File: config.mk
export PLATFORM = sky130hd
export DESIGN_NAME = pattern_detector_multi_flat
export DESIGN_NICKNAME = d
export VERILOG_FILES = /design/src/rtl/pattern_detector_multi_if.sv /design/src/rtl/pattern_detector_multi.sv /design/src/flat_wrapper.sv
export SDC_FILE = /design/constraint.sdc
export NUM_CORES = 1
export LEC_CHECK = 0
export ABC_CLOCK_PERIOD_IN_PS = 3000
export CAP_MARGIN = 10
export CORE_AREA = 4 4 100 102
export DETAILED_ROUTE_END_ITERATION = 6
export DIE_AREA = 0 0 104 106
export PLACE_DENSITY = 0.51
export SYNTH_ARGS = -nofsm -noshare
export SYNTH_HDL_FRONTEND = slang
export SYNTH_SLANG_ARGS = --single-unit
export TNS_END_PERCENT = 50
File: constraint.sdc
create_clock -name clk -period 3 [get_ports clk]
set_input_delay 0.6 -clock clk [delete_from_list [all_inputs] [get_ports clk]]
set_output_delay 0.6 -clock clk [all_outputs]
set_load 0.1 [all_outputs]
File: src/rtl/pattern_detector_multi_if.sv
// Bundle of the serial-stream, pattern-load and match-report signals of the
// multi-pattern detector. The source side (master) drives the stream and the
// slot writes. The detector (slave) returns the match pulses and the count.
interface pattern_detector_multi_if #(
    parameter int PAT_W   = 8,
    parameter int NUM_PAT = 2,
    parameter int CNT_W   = 8,
    parameter int IDX_W   = (NUM_PAT > 1) ? $clog2(NUM_PAT) : 1
);
    logic               data_in;
    logic               input_valid;
    logic               load_pattern;
    logic [IDX_W-1:0]   load_idx;
    logic [PAT_W-1:0]   pattern;
    logic [PAT_W-1:0]   mask;
    logic               overlap_en;
    logic               clear_count;
    logic               match;
    logic [NUM_PAT-1:0] match_vec;
    logic [CNT_W-1:0]   match_count;

    modport master (
        output data_in, input_valid, load_pattern, load_idx, pattern, mask,
               overlap_en, clear_count,
        input  match, match_vec, match_count
    );

    modport slave (
        input  data_in, input_valid, load_pattern, load_idx, pattern, mask,
               overlap_en, clear_count,
        output match, match_vec, match_count
    );
endinterface

File: src/rtl/pattern_detector_multi.sv
// Multi-slot serial pattern detector. An MSB-first bit stream is shifted into
// a PAT_W-bit window and compared against NUM_PAT loadable pattern/mask slots.
// Hits are registered as one-cycle pulses and counted in a saturating counter.
module pattern_detector_multi #(
    parameter int PAT_W   = 8,
    parameter int NUM_PAT = 2,
    parameter int CNT_W   = 8
) (
    input  logic                        clk,
    input  logic                        rst,
    pattern_detector_multi_if.slave     bus
);
    localparam int IDX_W  = (NUM_PAT > 1) ? $clog2(NUM_PAT) : 1;
    localparam int FILL_W = $clog2(PAT_W + 1);
    localparam logic [FILL_W-1:0] FILL_FULL = FILL_W'(PAT_W);
    localparam logic [CNT_W-1:0]  CNT_MAX   = '1;

    logic [PAT_W-1:0]   shreg_reg;
    logic [PAT_W-1:0]   shreg_next;
    logic [FILL_W-1:0]  fill_reg;
    logic [FILL_W-1:0]  fill_next;
    logic               full_next;
    logic [NUM_PAT-1:0] hit_vec;
    logic               any_hit;
    logic [NUM_PAT-1:0] match_vec_reg;
    logic               match_reg;
    logic [CNT_W-1:0]   count_reg;

    // Post-shift window and fill level; compares look at the bit being sampled now.
    always_comb begin
        shreg_next = shreg_reg;
        fill_next  = fill_reg;
        if (bus.input_valid) begin
            shreg_next = {shreg_reg[PAT_W-2:0], bus.data_in};
            fill_next  = (fill_reg == FILL_FULL) ? fill_reg : fill_reg + FILL_W'(1);
        end
    end

    assign full_next = (fill_next == FILL_FULL);
    assign any_hit   = |hit_vec;

    // One storage/compare lane per slot. A load lands at the edge, so a bit
    // sampled on the same edge still compares against the old contents.
    // Indices beyond NUM_PAT match no lane and are therefore ignored.
    for (genvar gi = 0; gi < NUM_PAT; gi++) begin : g_slot
        logic [PAT_W-1:0] pat_reg;
        logic [PAT_W-1:0] msk_reg;
        logic             valid_reg;

        // Slot write on load_pattern addressed to this lane.
        always_ff @(posedge clk or negedge rst) begin
            if (!rst) begin
                pat_reg   <= '0;
                msk_reg   <= '0;
                valid_reg <= 1'b0;
            end else if (bus.load_pattern && (bus.load_idx == IDX_W'(gi))) begin
                pat_reg   <= bus.pattern;
                msk_reg   <= bus.mask;
                valid_reg <= 1'b1;
            end
        end

        assign hit_vec[gi] = bus.input_valid & valid_reg & full_next &
                             ~|((shreg_next ^ pat_reg) & msk_reg);
    end

    // Window and fill update. In non-overlapping mode a hit empties the fill
    // so the next report needs a full set of fresh bits; shreg keeps its data.
    always_ff @(posedge clk or negedge rst) begin
        if (!rst) begin
            shreg_reg <= '0;
            fill_reg  <= '0;
        end else if (bus.input_valid) begin
            shreg_reg <= shreg_next;
            fill_reg  <= (any_hit && !bus.overlap_en) ? '0 : fill_next;
        end
    end

    // Registered match pulses and saturating hit counter (clear wins).
    always_ff @(posedge clk or negedge rst) begin
        if (!rst) begin
            match_vec_reg <= '0;
            match_reg     <= 1'b0;
            count_reg     <= '0;
        end else begin
            match_vec_reg <= hit_vec;
            match_reg     <= any_hit;
            if (bus.clear_count) begin
                count_reg <= '0;
            end else if (any_hit && (count_reg != CNT_MAX)) begin
                count_reg <= count_reg + CNT_W'(1);
            end
        end
    end

    assign bus.match       = match_reg;
    assign bus.match_vec   = match_vec_reg;
    assign bus.match_count = count_reg;
endmodule

File: src/flat_wrapper.sv
// flat-port wrapper written by rule: the top's interface ports become plain ports
module pattern_detector_multi_flat 
#(
    parameter int PAT_W   = 8,
    parameter int NUM_PAT = 2,
    parameter int CNT_W   = 8
)
  (clk, rst, bus_data_in, bus_input_valid, bus_load_pattern, bus_load_idx, bus_pattern, bus_mask, bus_overlap_en, bus_clear_count, bus_match, bus_match_vec, bus_match_count);
  pattern_detector_multi_if #(.PAT_W(PAT_W), .NUM_PAT(NUM_PAT), .CNT_W(CNT_W)) bus_i ();
  input  logic clk;
  input  logic rst;
  input wire logic [$bits(bus_i.data_in)-1:0] bus_data_in;
  input wire logic [$bits(bus_i.input_valid)-1:0] bus_input_valid;
  input wire logic [$bits(bus_i.load_pattern)-1:0] bus_load_pattern;
  input wire logic [$bits(bus_i.load_idx)-1:0] bus_load_idx;
  input wire logic [$bits(bus_i.pattern)-1:0] bus_pattern;
  input wire logic [$bits(bus_i.mask)-1:0] bus_mask;
  input wire logic [$bits(bus_i.overlap_en)-1:0] bus_overlap_en;
  input wire logic [$bits(bus_i.clear_count)-1:0] bus_clear_count;
  output wire logic [$bits(bus_i.match)-1:0] bus_match;
  output wire logic [$bits(bus_i.match_vec)-1:0] bus_match_vec;
  output wire logic [$bits(bus_i.match_count)-1:0] bus_match_count;
  assign bus_i.data_in = bus_data_in;
  assign bus_i.input_valid = bus_input_valid;
  assign bus_i.load_pattern = bus_load_pattern;
  assign bus_i.load_idx = bus_load_idx;
  assign bus_i.pattern = bus_pattern;
  assign bus_i.mask = bus_mask;
  assign bus_i.overlap_en = bus_overlap_en;
  assign bus_i.clear_count = bus_clear_count;
  assign bus_match = bus_i.match;
  assign bus_match_vec = bus_i.match_vec;
  assign bus_match_count = bus_i.match_count;
  pattern_detector_multi #(.PAT_W(PAT_W), .NUM_PAT(NUM_PAT), .CNT_W(CNT_W)) u_core (.clk(clk), .rst(rst), .bus(bus_i));
endmodule
==> impl_metrics.ini, run 1 <==
[run_status]
status = finished, final reports clean

[sta]
finalHoldViolations = 0
max_freq_ghz = 0.350
setup_viol = 0
max_slew_margin_pct = 37.1
tns_ns = 0
rsz0062_at_grt = yes
maxSlewViolCount = 0
period_needed_ns = 2.86
fin_worst_skew_ns = 0.00760
worst_slew_pin_slew_ns = 0.944
period_share_pct = 95.2
worst_slack_ns = 0.144

[floorplanning]
die_y_um = 106
num_io_pins = 35
initial_utilization_pct = 29.1
rows = 35
core_mm2 = 0.00911
die-area_mm2 = 0.0110
die-width_um = 104

[cts]
postCtsSetupRepairBufs = 0
cts_hold_buf = 0
clkSlewWorstSetupHoldPaths_ns = 0.07
root_buffer = clkbuf_8
cts_max_level = 3
cts.sink_count = 57
cts_tree = done
worstSkewPairLatency_ns = 0.34
cts_buffers = 9
cts_resized = 0
ctsLongestPathBuffers = 2

[setup_path]
worst_ep_arrival_time_ns = 3.12
required_ns = 3.26
path_cells = clkdlybuf4s50_1, buf_12, mux2i_4, xnor2_1, a222oi_1, nor3b_2, o21ai_2, or3_2, a21oi_1
worst_path_largest_cell_delay_ns = 0.51
cp_slowest_cell = clkdlybuf4s50_1
cp-start-kind = input pin
worstSetupPathType = input pin to flip-flop
crit_fanout = 11
end_kind = flip-flop

[logic_synthesis]
syn-cell-area_mm2 = 0.00265
ys_warn_count = 0
synth_async_sr_flop_share_pct = 100
yosysMostFrequentCell = dfrtp_1
synth_edf_count = 0
ys_types = 43
yosys-top-cells-count = dfrtp_1, mux2_2, xnor2_1
synthCells = 206
ys_top_cells_by_area = dfrtp_1, mux2_2, xnor2_1
synth_area_leader_cell = dfrtp_1
synth_top_cell_area_share_pct = 53.7
synth_nets = 233
syn_area_per_cell_um2 = 12.9
ys_seq_area_share_pct = 53.7
ys_seq_elements = 57
synth_top_flop_cell = dfrtp_1

[finish]
utilization_pct = 36.7
num_antenna_cells = 0
fin_nets = 285
nFillCells = 928
drive_above_1_share_pct = 34.6
area_growth_pct = 25.9

[drt]
wire_per_inst_um = 14.3
drc = 0
drtIter0Drc = 62
first_pass_iters = 4
antenna_left = 0
routed_wl_mm = 5.36
avgViaCountPerCell = 4.62
vias = 1728

[global_routing]
grt_start_max_net_pins = 42
gr-total-overflow = 0
antenna_found_initial = 0
track_usage_pct = 10.5
grt_pass1_vias = 1729
grt_pass1_wl_mm = 8.94

[pwr]
leakage_nw = 1.41
p_per_area_mw_per_mm2 = 664
ir_drop_v = 0.000322
power_mw = 2.22

[placement]
place_congestion = 0.754
pre_cts_ws_ns = -0.269
port_buffers = 34
dp_hpwl_mm = 3.94

[worst_hold_path]
hold_class = input pin to asynchronous set/reset pin

[run]
drv_cap = 0
==> metrics by stage <==
step / hold WS [ns] / area, um^2 / instances
2_1_floorplan: 0.304 / 2650 / 206
3_3_place_gp: 0.457 / 3160 / 358
3_5_place_dp: 0.455 / 3160 / 358
4_1_cts: 0.434 / 3320 / 374
5_1_grt: 0.501 / 3340 / 374
6_report: 0.399 / 3340 / 374
==> metal layers <==
layer	global-route usage (%)	vias up	share of wire (%)
li1	-	831	-
met1	13.9	854	49
met5	0	-	0
met3	4.61	6	5.7
met2	15.0	37	44
met4	3.70	0	1.3
==> cells by family after synthesis <==
kind of cell               share of synthesized area, %
buffers and inverters                              4.15
muxes                                              19.0
adders and majority gates                          1.41
DFF                                                53.7
and+or+nand+nor                                    8.58
xor gates and xnor gates                           6.27
AOI/OAI and AO/OA                                  6.79
==> layout make-up <==
cell class,count,area (um^2),share of cell area [%]
flip-flops and latches,57,1430,42.7
multi-input cells,128,1130,34.0
repair buffers,48,425,12.7
well taps,111,139,4.16
clock buffers,10,128,3.82
inverters,14,52.6,1.57
clock inverters,6,35.0,1.05
==> worst max-delay path: cells and delay by family <==
family | cells | cell delay [ns]
xor gates and xnor gates | 1 | 0.10
AOI/OAI and AO/OA | 3 | 0.68
muxes | 1 | 0.29
buffers and inverters | 2 | 0.67
and+or+nand+nor | 2 | 0.77
==> placed cells by master, fill, tap and decap left out, drive strengths merged, types with 2 or more instances in the layout <==
master,instances
and3,2
or3,4
nor3b,4
a21oi,6
ha,3
nand2,6
nand3,8
o21ai,8
xnor2,17
mux2i,9
a222oi,2
a22oi,4
xor2,2
buf,26
inv,14
clkbuf,10
clkinv,4
nand4,2
dfrtp,57
clkdlybuf4s50,22
clkinvlp,2
mux2,33
nor2,3
nand2b,2
o31ai,2
==> path summary, 6_finish.rpt <==
path	from	end	slack, ns	depth (start not counted)
max	bus_input_valid	u_core.bus.match_count[7]	0.14	9
min	rst	u_core.fill_reg[0]	0.40	1
max reg2reg	u_core.fill_reg[0]	u_core.bus.match_count[7]	0.41	9
min reg2reg	u_core.g_slot[1].valid_reg	u_core.g_slot[1].valid_reg	0.47	1
max in group asynchronous	rst	u_core.g_slot[1].msk_reg[3]	1.88	2
min in group clk	u_core.g_slot[1].valid_reg	u_core.g_slot[1].valid_reg	0.47	1
==> report_power, final <==
part           internal [mW]  switching [mW]  total (mW)
combinational          0.319           0.284       0.603
clock                  0.293           0.305       0.598
sequential             0.894           0.124        1.02
total                   1.51           0.713        2.22
(Power assumes the default switching activity.)
==> run 2, diff against run 1 <==
--- a/config.mk
+++ b/config.mk
@@ -5,7 +5,7 @@
 export SDC_FILE = /design/constraint.sdc
 export NUM_CORES = 1
 export LEC_CHECK = 0
-export ABC_CLOCK_PERIOD_IN_PS = 3000
+export ABC_CLOCK_PERIOD_IN_PS = 2800
 export CAP_MARGIN = 10
 export CORE_AREA = 4 4 100 102
 export DETAILED_ROUTE_END_ITERATION = 6
==> constraint.sdc (replaced) <==
create_clock -name clk -period 2.8 [get_ports clk]
set_input_delay 0.56 -clock clk [delete_from_list [all_inputs] [get_ports clk]]
set_output_delay 0.56 -clock clk [all_outputs]
set_load 0.1 [all_outputs]
==> run 2 against run 1 <==
Critical path depth stayed put. Final cell count rose by 1.1%. Core utilization rose by 1.4 points. Register-to-register slack lost 0.21 ns. Count of clock-buffer cells in the layout is 2 higher. Clock power up 47%. Total power rose by 19%. Sequential share of layout area down 1.6 points. Cell area is 3.9% higher. Critical path type is now flip-flop to flip-flop. Highest routed layer unchanged.
==> impl_metrics.ini, run 2 (synthesis results as in run 1) <==
[run_status]
status = finished, final reports clean

[finish]
nFillCells = 890
num_antenna_cells = 0
drive_above_1_share_pct = 36.3
final_cell_mix = dfrtp_1, mux2_2, buf_4
fin_nets = 289
area_growth_pct = 30.8
layout_commonest_cell = dfrtp_1

[sta]
max_slew_margin_pct = 68.8
maxSlewViolCount = 0
tns_ns = 0
rsz0062_at_grt = no
period_needed_ns = 2.60
finalHoldViolations = 0
setup_viol = 0
max_freq_ghz = 0.385
worst_slew_pin_slew_ns = 0.468
period_share_pct = 92.8
fin_worst_skew_ns = 0.00747

[pwr]
leakage_nw = 1.47
clock_power_share_pct = 33.1
power_mw = 2.65
p_sw_mw = 0.783
intPower_mw = 1.87
power_frac_seq_pct = 41.1
p_per_area_mw_per_mm2 = 764
p_comb_share_pct = 25.8
p_sw_share_pct = 29.5
ir_drop_v = 0.000281

[setup_path]
cp-start-kind = flip-flop
crit_start = u_core.fill_reg[0]
path_cells = inv_1, ha_1, nor4_1, a31oi_1, a221o_2, nor3b_4, o21ai_2, or4_1, a21oi_1
crit_fanout = 5
worst_path_largest_cell_delay_ns = 0.46
worstReg2RegStart = u_core.fill_reg[0]
worst_ep_arrival_time_ns = 2.86
required_ns = 3.06
worstSetupPathType = flip-flop to flip-flop
end_kind = flip-flop
cp_slowest_cell = a221o_2

[placement]
port_buffers = 34
dp_hpwl_mm = 4.03
place_congestion = 0.815

[drt]
first_pass_iters = 4
met2_length_mm = 2.50
routed_wl_mm = 5.51
wl_met3_um = 254
topRoutingLayerUsed = met4
m1WireLength_mm = 2.65
antenna_left = 0
drtIter0Drc = 63
vias = 1741
drc = 0
avgViaCountPerCell = 4.61
wire_per_inst_um = 14.6

[cts]
cts_max_level = 3
worstSkewPairLatency_ns = 0.33
cts_buffers = 9
root_buffer = clkbuf_8
cts.sink_count = 57
cts_tree = done
cts_hold_buf = 0
clkSlewWorstSetupHoldPaths_ns = 0.07
ctsLongestPathBuffers = 2

[global_routing]
antenna_found_initial = 0
track_usage_pct = 10.8
grt_start_max_net_pins = 21
grt_pass1_wl_mm = 9.25
grt_pass1_vias = 1800
gr-total-overflow = 0

[run]
drv_cap = 0

[worst_hold_path]
hold_class = input pin to asynchronous set/reset pin

[floorplanning]
die-area_mm2 = 0.0110
num_io_pins = 35
rows = 35
die_y_um = 106
initial_utilization_pct = 29.1
core_mm2 = 0.00911
die-width_um = 104
==> run 2: changes by cell type in the layout (fill, tap and decap cells not counted), moves of 2 or more <==
cell       delta
buf_6         +2
clkinv_2      -4
clkbuf_8      +2
bufinv_16     +2
nor3b_4       +2
nor3b_2       -2
==> run 2: layer usage <==
layer | GRT usage (%) | vias up
met5 | 0 | -
met4 | 4.27 | 0
met3 | 3.95 | 9
met2 | 15.7 | 36
met1 | 14.4 | 855
li1 | - | 841
==> run 2: final timing paths <==
path	end	slack, ns	depth (start not counted)
setup / recovery	u_core.bus.match_count[5]	0.20	9
hold / removal	u_core.shreg_reg[4]	0.18	1
setup reg to reg	u_core.bus.match_count[5]	0.20	9
hold reg to reg	u_core.g_slot[1].valid_reg	0.47	1
max in group asynchronous	u_core.g_slot[0].msk_reg[6]	1.97	2
min in group clk	u_core.g_slot[1].valid_reg	0.47	1
==> run 2: power groups by stage <==
stage / sequential [mW] / clock [mW] / combinational, mW
global route: 1.11 / 0.939 / 0.753
floorplan: 1.11 / 0 / 0.440
CTS: 1.09 / 0.907 / 0.699
finish: 1.09 / 0.877 / 0.684
global placement: 1.10 / 0 / 0.649
detailed placement: 1.10 / 0 / 0.658
==> run 2: what timing repair did <==
| action | in CTS | in global routing |
|---|---|---|
| setup endpoints to repair | 6 | 0 |
| gates resized for setup | 11 | 0 |
| hold endpoints to repair | 0 | 0 |
| buffers inserted | 1 | 0 |
==> run 2: area by class of cell <==
class,instances,area (um^2),area share [%]
Multi-Input combinational cell,129,1170,33.7
Clock buffer,12,155,4.47
Sequential cell,57,1430,41.1
Inverter,14,52.6,1.51
Timing Repair Buffer,51,454,13.1
Tap cell,111,139,4.00
Clock inverter,4,75.1,2.16
==> run 2: stage by stage <==
stage	instances	area (um^2)	util, %	setup slack, ns	hold WS (ns)
floorplan	206	2650	-	0.396	0.264
global placement	360	3180	34.9	-0.474	0.466
detailed placement	360	3180	34.9	-0.450	0.458
CTS	378	3470	38.1	0.177	0.184
global route	378	3470	38.1	0.0609	0.196
finish	378	3470	38.1	0.202	0.178
==> run 2: critical path: cells and delay by family, from the launching register on <==
family          cells  cell delay (ns)
buf+inv             1             0.10
compound gates      4             0.81
flops               1             0.42
fa+ha+maj           1             0.24
simple gates        3             0.96
